## src/rtl/mips_pkg.sv

```systemverilog
// Shared definitions for the MIPS core pipeline: writeback control bit
// positions, default datapath widths and the hard-wired zero register.
package mips_pkg;

  localparam int DEF_DATA_W = 32;
  localparam int DEF_REG_W  = 5;

  // Bit positions inside the 2-bit WBControl bundle.
  localparam int WB_REGWRITE = 1;
  localparam int WB_MEMTOREG = 0;

  localparam logic [DEF_REG_W-1:0] ZERO_REG = '0;

endpackage

```

## src/rtl/mem_wb_reg.sv

```systemverilog
// MEM/WB pipeline register: carries valid, load data, ALU result,
// destination register and writeback control with rst > flush > stall priority.
module mem_wb_reg
  import mips_pkg::*;
#(
  parameter int DATA_W = DEF_DATA_W,
  parameter int REG_W  = DEF_REG_W
) (
  input  logic              clk,
  input  logic              rst,
  input  logic              i_stall,
  input  logic              i_flush,
  input  logic              i_valid,
  input  logic [DATA_W-1:0] i_rdata,
  input  logic [DATA_W-1:0] i_alu,
  input  logic [REG_W-1:0]  i_wreg,
  input  logic [1:0]        i_ctrl,
  output logic              o_vld_p1,
  output logic [DATA_W-1:0] o_rdata_p1,
  output logic [DATA_W-1:0] o_alu_p1,
  output logic [REG_W-1:0]  o_wreg_p1,
  output logic [1:0]        o_ctrl_p1
);

  logic              r_vld_p1;
  logic [DATA_W-1:0] r_rdata_p1;
  logic [DATA_W-1:0] r_alu_p1;
  logic [REG_W-1:0]  r_wreg_p1;
  logic [1:0]        r_ctrl_p1;

  // MEM -> WB boundary
  always_ff @(posedge clk) begin
    if (rst) begin
      r_vld_p1   <= 1'b0;
      r_ctrl_p1  <= '0;
      r_rdata_p1 <= '0;
      r_alu_p1   <= '0;
      r_wreg_p1  <= '0;
    end else if (i_flush) begin
      // Bubble: data fields still load since a bubble never writes them back.
      r_vld_p1   <= 1'b0;
      r_ctrl_p1  <= '0;
      r_rdata_p1 <= i_rdata;
      r_alu_p1   <= i_alu;
      r_wreg_p1  <= i_wreg;
    end else if (!i_stall) begin
      r_vld_p1   <= i_valid;
      r_ctrl_p1  <= i_ctrl;
      r_rdata_p1 <= i_rdata;
      r_alu_p1   <= i_alu;
      r_wreg_p1  <= i_wreg;
    end
  end

  assign o_vld_p1   = r_vld_p1;
  assign o_rdata_p1 = r_rdata_p1;
  assign o_alu_p1   = r_alu_p1;
  assign o_wreg_p1  = r_wreg_p1;
  assign o_ctrl_p1  = r_ctrl_p1;

endmodule

```

## src/rtl/writeback_stage.sv

```systemverilog
// Writeback stage: MEM/WB register, writeback data select, $0 write
// suppression, forwarding export and retired-instruction counter.
module writeback_stage
  import mips_pkg::*;
#(
  parameter int DATA_W = DEF_DATA_W,
  parameter int REG_W  = DEF_REG_W,
  parameter int CNT_W  = 32
) (
  input  logic              clk,
  input  logic              rst,
  input  logic [DATA_W-1:0] ReadData,
  input  logic [DATA_W-1:0] ALUResult,
  input  logic [REG_W-1:0]  WriteReg,
  input  logic [1:0]        WBControl,
  input  logic              in_valid,
  input  logic              stall,
  input  logic              flush,
  output logic              RegWrite_out,
  output logic [REG_W-1:0]  WriteReg_wb,
  output logic [DATA_W-1:0] WriteData_wb,
  output logic              fwd_valid,
  output logic [REG_W-1:0]  fwd_reg,
  output logic [DATA_W-1:0] fwd_data,
  output logic [CNT_W-1:0]  retired
);

  logic              w_vld_p1;
  logic [DATA_W-1:0] w_rdata_p1;
  logic [DATA_W-1:0] w_alu_p1;
  logic [REG_W-1:0]  w_wreg_p1;
  logic [1:0]        w_ctrl_p1;
  logic              w_we;
  logic [DATA_W-1:0] w_wdata;
  logic [CNT_W-1:0]  r_retired;

  mem_wb_reg #(
    .DATA_W(DATA_W),
    .REG_W (REG_W)
  ) u_mem_wb_reg (
    .clk       (clk),
    .rst       (rst),
    .i_stall   (stall),
    .i_flush   (flush),
    .i_valid   (in_valid),
    .i_rdata   (ReadData),
    .i_alu     (ALUResult),
    .i_wreg    (WriteReg),
    .i_ctrl    (WBControl),
    .o_vld_p1  (w_vld_p1),
    .o_rdata_p1(w_rdata_p1),
    .o_alu_p1  (w_alu_p1),
    .o_wreg_p1 (w_wreg_p1),
    .o_ctrl_p1 (w_ctrl_p1)
  );

  assign w_wdata = w_ctrl_p1[WB_MEMTOREG] ? w_rdata_p1 : w_alu_p1;
  assign w_we    = w_vld_p1 && w_ctrl_p1[WB_REGWRITE]
                   && (w_wreg_p1 != REG_W'(ZERO_REG));

  // Counts at the edge an instruction leaves WB; a flush forces it out even under stall.
  always_ff @(posedge clk) begin
    if (rst) begin
      r_retired <= '0;
    end else if (w_vld_p1 && (!stall || flush)) begin
      r_retired <= r_retired + CNT_W'(1);
    end
  end

  assign RegWrite_out = w_we;
  assign WriteReg_wb  = w_wreg_p1;
  assign WriteData_wb = w_wdata;
  assign fwd_valid    = w_we;
  assign fwd_reg      = w_wreg_p1;
  assign fwd_data     = w_wdata;
  assign retired      = r_retired;

endmodule

```

## config.mk

```make
export PLATFORM = sky130hd
export DESIGN_NAME = writeback_stage
export DESIGN_NICKNAME = d
export VERILOG_FILES = /design/src/rtl/mips_pkg.sv /design/src/rtl/mem_wb_reg.sv /design/src/rtl/writeback_stage.sv
export SDC_FILE = /design/constraint.sdc
export NUM_CORES = 1
export LEC_CHECK = 0
export BUFFER_PORTS_ARGS = -buffer_cell sky130_fd_sc_hd__buf_2
export CORE_MARGIN = 2
export CORE_UTILIZATION = 49
export DETAILED_ROUTE_END_ITERATION = 12
export PLACE_DENSITY = 0.92
export SLEW_MARGIN = 5
export SYNTH_ARGS = -nofsm -noshare
export SYNTH_HDL_FRONTEND = slang
export SYNTH_SLANG_ARGS = --single-unit
```

## constraint.sdc

```tcl
create_clock -name clk -period 2.3 [get_ports clk]
set_clock_uncertainty 0.1 [all_clocks]
set_input_delay 0.46 -clock clk [delete_from_list [all_inputs] [get_ports clk]]
set_output_delay 0.46 -clock clk [all_outputs]
set_load 0.02 [all_outputs]
```

# After elaboration in Yosys (flattened, before gate mapping)
# Index checks and enable logic that the tools add are counted.
word_totals:
  ff_bits: 104
  input_bits: 76
  output_inout_bits: 108
  wordCells: 22
classes:
  add_sub_neg: 1
  eq_ne: 1
  mux: 7
  reduce_logical: 7
ops:
  columns: ["operator", "count"]
  rows:
  - ["two-way mux 32 bit", 5]
  - ["adder 32 x 1 -> 32 bit, second input constant", 1]
  - ["two-way mux 5 bit", 2]
  - ["nonzero test 5 bit", 1]
  - ["logical AND 1 bit", 3]
  - ["inequality test 2 x 1 -> 1 bit, second input constant", 1]
  - ["OR reduction 2 bit", 1]
  - ["logical NOT 1 bit", 1]
  - ["logical OR 1 bit", 1]

# Depth between registers and ports, before layout
logic_depth:
  ltp_word: 3
  depth_mapped: 6
  ltp_nobuf: 5

# Modules after synthesis
# Synthesis repeated with hierarchy kept, for this count alone.
unflattened:
  hier_cells: 590
  hier_area_um2: 5671.7
modules_own_cells:
  columns: ["module", "n_inst", "cells_per_inst", "area_per_inst_um2", "seq_area_each_um2"]
  rows:
  - ["mem_wb_reg", 1, 324, 3293.2, 1441.4]
  - ["writeback_stage", 1, 266, 2378.5, 640.6]

# Worst setup path after synthesis
# No wires, ideal clock.
synth_path:
  path_type: "register -> register"
  start: "register r_retired[14] (netlist: retired[14])"
  end: "register r_retired[31] (netlist: retired[31])"
  setup_ps: 70
  arrival_time_ps: 1905
  required_time_ps: 2130
  setup_slack_ps: 224
  stages_incl_launch_ff: 6
  path_buffers: 0
  period_less_slack_ps: 2076
  cell_sequence: "dfxtp_1 and4_4 nand4_2 or3_4 or4_1 a21oi_1"
synth_between:
  elab_chain_cells: 1
synth_rtl:
  columns: ["item", "line_no", "text"]
  rows:
  - ["start, declared", "writeback_stage.sv:35", "logic [CNT_W-1:0] r_retired;"]
  - ["start signal, assigned", "writeback_stage.sv:66", "r_retired <= r_retired + CNT_W'(1);"]
  - ["adder 32 x 1 -> 32 bit", "writeback_stage.sv:66", null]
# No other way between the ends.
# A chain may end at the register's enable or synchronous reset.

# Worst setup path after layout
layout_path:
  start: "register u_mem_wb_reg.r_ctrl_p1[0] (netlist: u_mem_wb_reg.o_ctrl_p1[0])"
  end: "output port fwd_data[10]"
layout_between:
  elab_chain_cells: 1
layout_rtl:
  columns: ["item", "line_no", "text"]
  rows:
  - ["start, declared", "mem_wb_reg.sv:29", "logic [1:0] r_ctrl_p1;"]
  - ["start signal, assigned", "mem_wb_reg.sv:48", "r_ctrl_p1 <= i_ctrl;"]
  - ["two-way mux 32 bit", "writeback_stage.sv:57", "assign w_wdata = w_ctrl_p1[WB_MEMTOREG] ? w_rdata_p1 : w_alu_p1;"]
  - ["end, declared", "writeback_stage.sv:24", "output logic [DATA_W-1:0] fwd_data,"]
# No other way between the ends.

==> reports/results.txt <==
The diode insertion count for antenna repair is 0, and the number of design rule violations left after detail routing is 0. Row generation in the floorplan step produced 35 rows. The accumulated negative setup slack is 0 ns, and the area of the die is 10,200 um^2. The sequential cell area fraction in the yosys report was 0.450. The tools report the capturing point of the worst reg2reg path as retired[31]$_SDFFE_PP0P_. The number of cells on the worst reg-to-reg path is 5, and the area added between synthesis and finish is 20.2%. Average routed wire per standard cell: 13.4 um. The fraction of layout cells with a size suffix above 1 is 0.355, and the number of setup buffers added after CTS is 0. The slowest stage of the critical path belongs to the cell sky130_fd_sc_hd__dfxtp_1.

In this run the deepest clock path goes through 2 buffers. The pre-antenna-repair detailed-routing pass consisted of 4 iterations. Fraction of registers with async set/reset: 0.

The design draws 3.46 mW. The clock-pin slew on the worst setup and hold paths is 0.10 ns. The tools report the source of the critical timing path as u_mem_wb_reg.o_ctrl_p1[0]$_SDFFE_PP0N_. Setup repair after global routing left no endpoint under its margin. At the pin with the least slew margin, the transition time is 0.575 ns. The critical path goes through buf_12 > mux2_2 > buf_2. Initial standard-cell utilization of the core: 0.504. The area of the core was 9200 um^2; the final count of hold timing violations was 0. The tools report the highest achievable clock rate as 0.462 GHz. Port buffering added 183 buffers.

The cell sitting at the root of the clock tree is a sky130_fd_sc_hd__clkbuf_8. The count of nets left with antenna violations once routing finished came out at 0. The filler cells instantiated in the layout total 809.

Detail-routed via count per cell: 5.09. The worst-case IR drop observed on VDD is 405 uV. For flop-to-flop paths, the worst setup slack is 0.18 ns.

The worst setup path is launched from a flip-flop. The detailed router finished its first iteration with 124 violations. The total leakage power is 2.59 nW, and the global placer's final weighted congestion is 0.798. In the layout the commonest cells are sky130_fd_sc_hd__buf_2, sky130_fd_sc_hd__nand2_1, sky130_fd_sc_hd__dfxtp_1, sky130_fd_sc_hd__a21oi_1, sky130_fd_sc_hd__mux2_2. The total routing resource utilization after global routing is 0.207, and the cell area after synthesis is 4630 um^2.

Counting flops with a built-in enable in the synthesized netlist gives 0. The final period demand of the worst path is 2.16 ns, and the share of synthesized area spent on multiplexers is 0.0892. Start point of the worst hold path: ALUResult[13]. The logs give 0 for the total count of max-transition violations in the final report and 1.74 ns for the worst path required time.

Data arrives at the worst endpoint at 1.60 ns. For the wire length of the first global-routing pass, the log shows 17,200 um. The die extent in y is 101 um. Most common cell after layout, fill and taps aside: sky130_fd_sc_hd__buf_2. For this design the top-level I/O count stands at 184. By area, the combinational part of the netlist is dominated by simple AND/OR/NAND/NOR gates.

TritonCTS built the clock tree. Synthesis produced a netlist with a net count of 642. The number of gates resized after CTS was 0. The tools report the initial antenna violation count as 0. Class of the worst hold path: input pin to flip-flop. The final number of setup-violating endpoints was 0. The worst setup path is captured at an output pin. The run finished with clean final reports. In the final design database the tool counted 773 nets. After synthesis the netlist holds a flip-flop and latch count of 104.

The run gives 0 as the synthesis warning total. For hold timing, the worst endpoint is u_mem_wb_reg.o_alu_p1[13]$_SDFFE_PP0N_. The synthesized area per cell came out at 8.20 um^2. Die boundary width: 101 um. For this design, the CTS-stage hold fixing added 0 buffers. The number of different library cells used by synthesis comes to 34. Entering global routing, the biggest net connects 70 pins. The critical path start-end classification is flip-flop to output pin. Along the worst hold path, the cell count comes to 3. The simple-gate area share of the yosys netlist was 0.230. The run gives 9 as the number of buffers inserted during clock tree synthesis. The H-tree generated during clock tree synthesis spans 3 levels.

The maximum single-stage delay on the critical path is 0.43 ns. The startpoint identified for the worst register-to-register timing path is retired[6]$_SDFFE_PP0P_. The post-synthesis compound-gate area fraction is 0.0975. The via count of the routed design is 4,134, and the adder-cell area share of the yosys netlist is 0.00270. Max-cap violations in this run came to 0. The most used flip-flop cell after synthesis was sky130_fd_sc_hd__dfxtp_1. Summed over all layers, the routed wires come to 10,900 um. The tools report the relative slew slack as 0.617.

The number of global-route vias before repair is 3,686, and the xor/xnor cell area share of the yosys netlist is 0.0378. The top fanout value on the critical path came out at 32. The global-route congestion overflow total came out at 0. Period utilization: 0.941. The total power per unit cell area was 622 nW/um^2; the clock insertion delay at the later pin of the skew report was 0.36 ns.

Detailed placement ended at an HPWL of 7770 um. The clock net in this run drives a total of 104 sinks. Number of standard cells after synthesis: 565.
[synthesized netlist by cell type (6+ instances only)]
library cell	n	area (um^2)
sky130_fd_sc_hd__nand2_1	151	567
sky130_fd_sc_hd__dfxtp_1	104	2080
sky130_fd_sc_hd__a21oi_1	78	390
sky130_fd_sc_hd__buf_4	38	285
sky130_fd_sc_hd__mux2_2	34	383
sky130_fd_sc_hd__clkbuf_1	28	105
sky130_fd_sc_hd__nor2_1	26	97.6
sky130_fd_sc_hd__xnor2_1	18	158
sky130_fd_sc_hd__nor3_1	11	55.1
sky130_fd_sc_hd__nand3_1	10	50.1
sky130_fd_sc_hd__nand4_1	9	56.3
sky130_fd_sc_hd__o21ai_0	7	35.0
sky130_fd_sc_hd__or3_1	7	43.8
sky130_fd_sc_hd__nor4_1	6	37.5
[kinds of logic (layout without fill, tap and decap cells)]
logic type      after synthesis  count (layout)
flops                       104             104
xor+xnor                     20              20
compound gates               88              88
fa+ha+maj                     1               1
buf+inv                      76             212
simple gates                239             239
mux                          37              37
[critical path, delay by kind of cell, from the launching register on]
family   cells  cell delay [ns]
flops        1             0.43
buf+inv      2             0.41
mux          1             0.40
[metrics by stage]
| stage | hold WS, ns | cell area, um^2 | utilization | cells | worst slack [ns] |
|---|---|---|---|---|---|
| 6_report | 0.234 | 5570 | 0.605 | 812 | 0.135 |
| 5_1_grt | 0.212 | 5570 | 0.605 | 812 | 0.0577 |
| 4_1_cts | 0.213 | 5570 | 0.605 | 812 | 0.109 |
| 3_5_place_dp | 0.341 | 5390 | 0.586 | 796 | 0.138 |
| 3_3_place_gp | 0.335 | 5390 | 0.586 | 796 | 0.183 |
| 2_1_floorplan | 0.328 | 4630 | - | 565 | 0.224 |
[power by group]
part / leakage (nW) / switching (mW) / internal (mW) / total (mW)
Combinational: 1.64 / 0.311 / 0.201 / 0.512
Sequential: 0.855 / 0.0397 / 1.88 / 1.92
Clock: 0.0944 / 0.629 / 0.406 / 1.03
Total: 2.59 / 0.979 / 2.48 / 3.46
[metal layers]
metal / track usage / share of wire
met5: 0 / 0
met4: 0.0769 / 0.016
met3: 0.0538 / 0.066
met2: 0.354 / 0.48
met1: 0.250 / 0.43
[state kept, by name, summed over array words and instances, names as in the netlist]
register                 flops
u_mem_wb_reg.o_alu_p1       32
u_mem_wb_reg.o_ctrl_p1       2
u_mem_wb_reg.o_rdata_p1     32
u_mem_wb_reg.o_vld_p1        1
u_mem_wb_reg.o_wreg_p1       5
retired                     32
[how the worst max path moves through the flow]
stage | endpoint | slack [ns] | depth (start not counted)
finish | fwd_data[10] | 0.14 | 3
global route | fwd_data[10] | 0.06 | 3
CTS | fwd_data[10] | 0.11 | 3
detailed placement | retired[30]$_SDFFE_PP0P_ | 0.14 | 6
global placement | retired[31]$_SDFFE_PP0P_ | 0.18 | 6
floorplan | retired[31]$_SDFFE_PP0P_ | 0.22 | 5
[area by class of cell]
| type | instances | area [um^2] | area share |
|---|---|---|---|
| Clock buffer | 9 | 124 | 0.0223 |
| Sequential cell | 104 | 2080 | 0.374 |
| Multi-Input combinational cell | 385 | 2130 | 0.383 |
| Clock inverter | 7 | 53.8 | 0.00967 |
| Inverter | 4 | 15.0 | 0.00270 |
| Timing Repair Buffer | 192 | 1020 | 0.184 |
| Tap cell | 111 | 139 | 0.0249 |
Power figures use the tool's default switching activity.
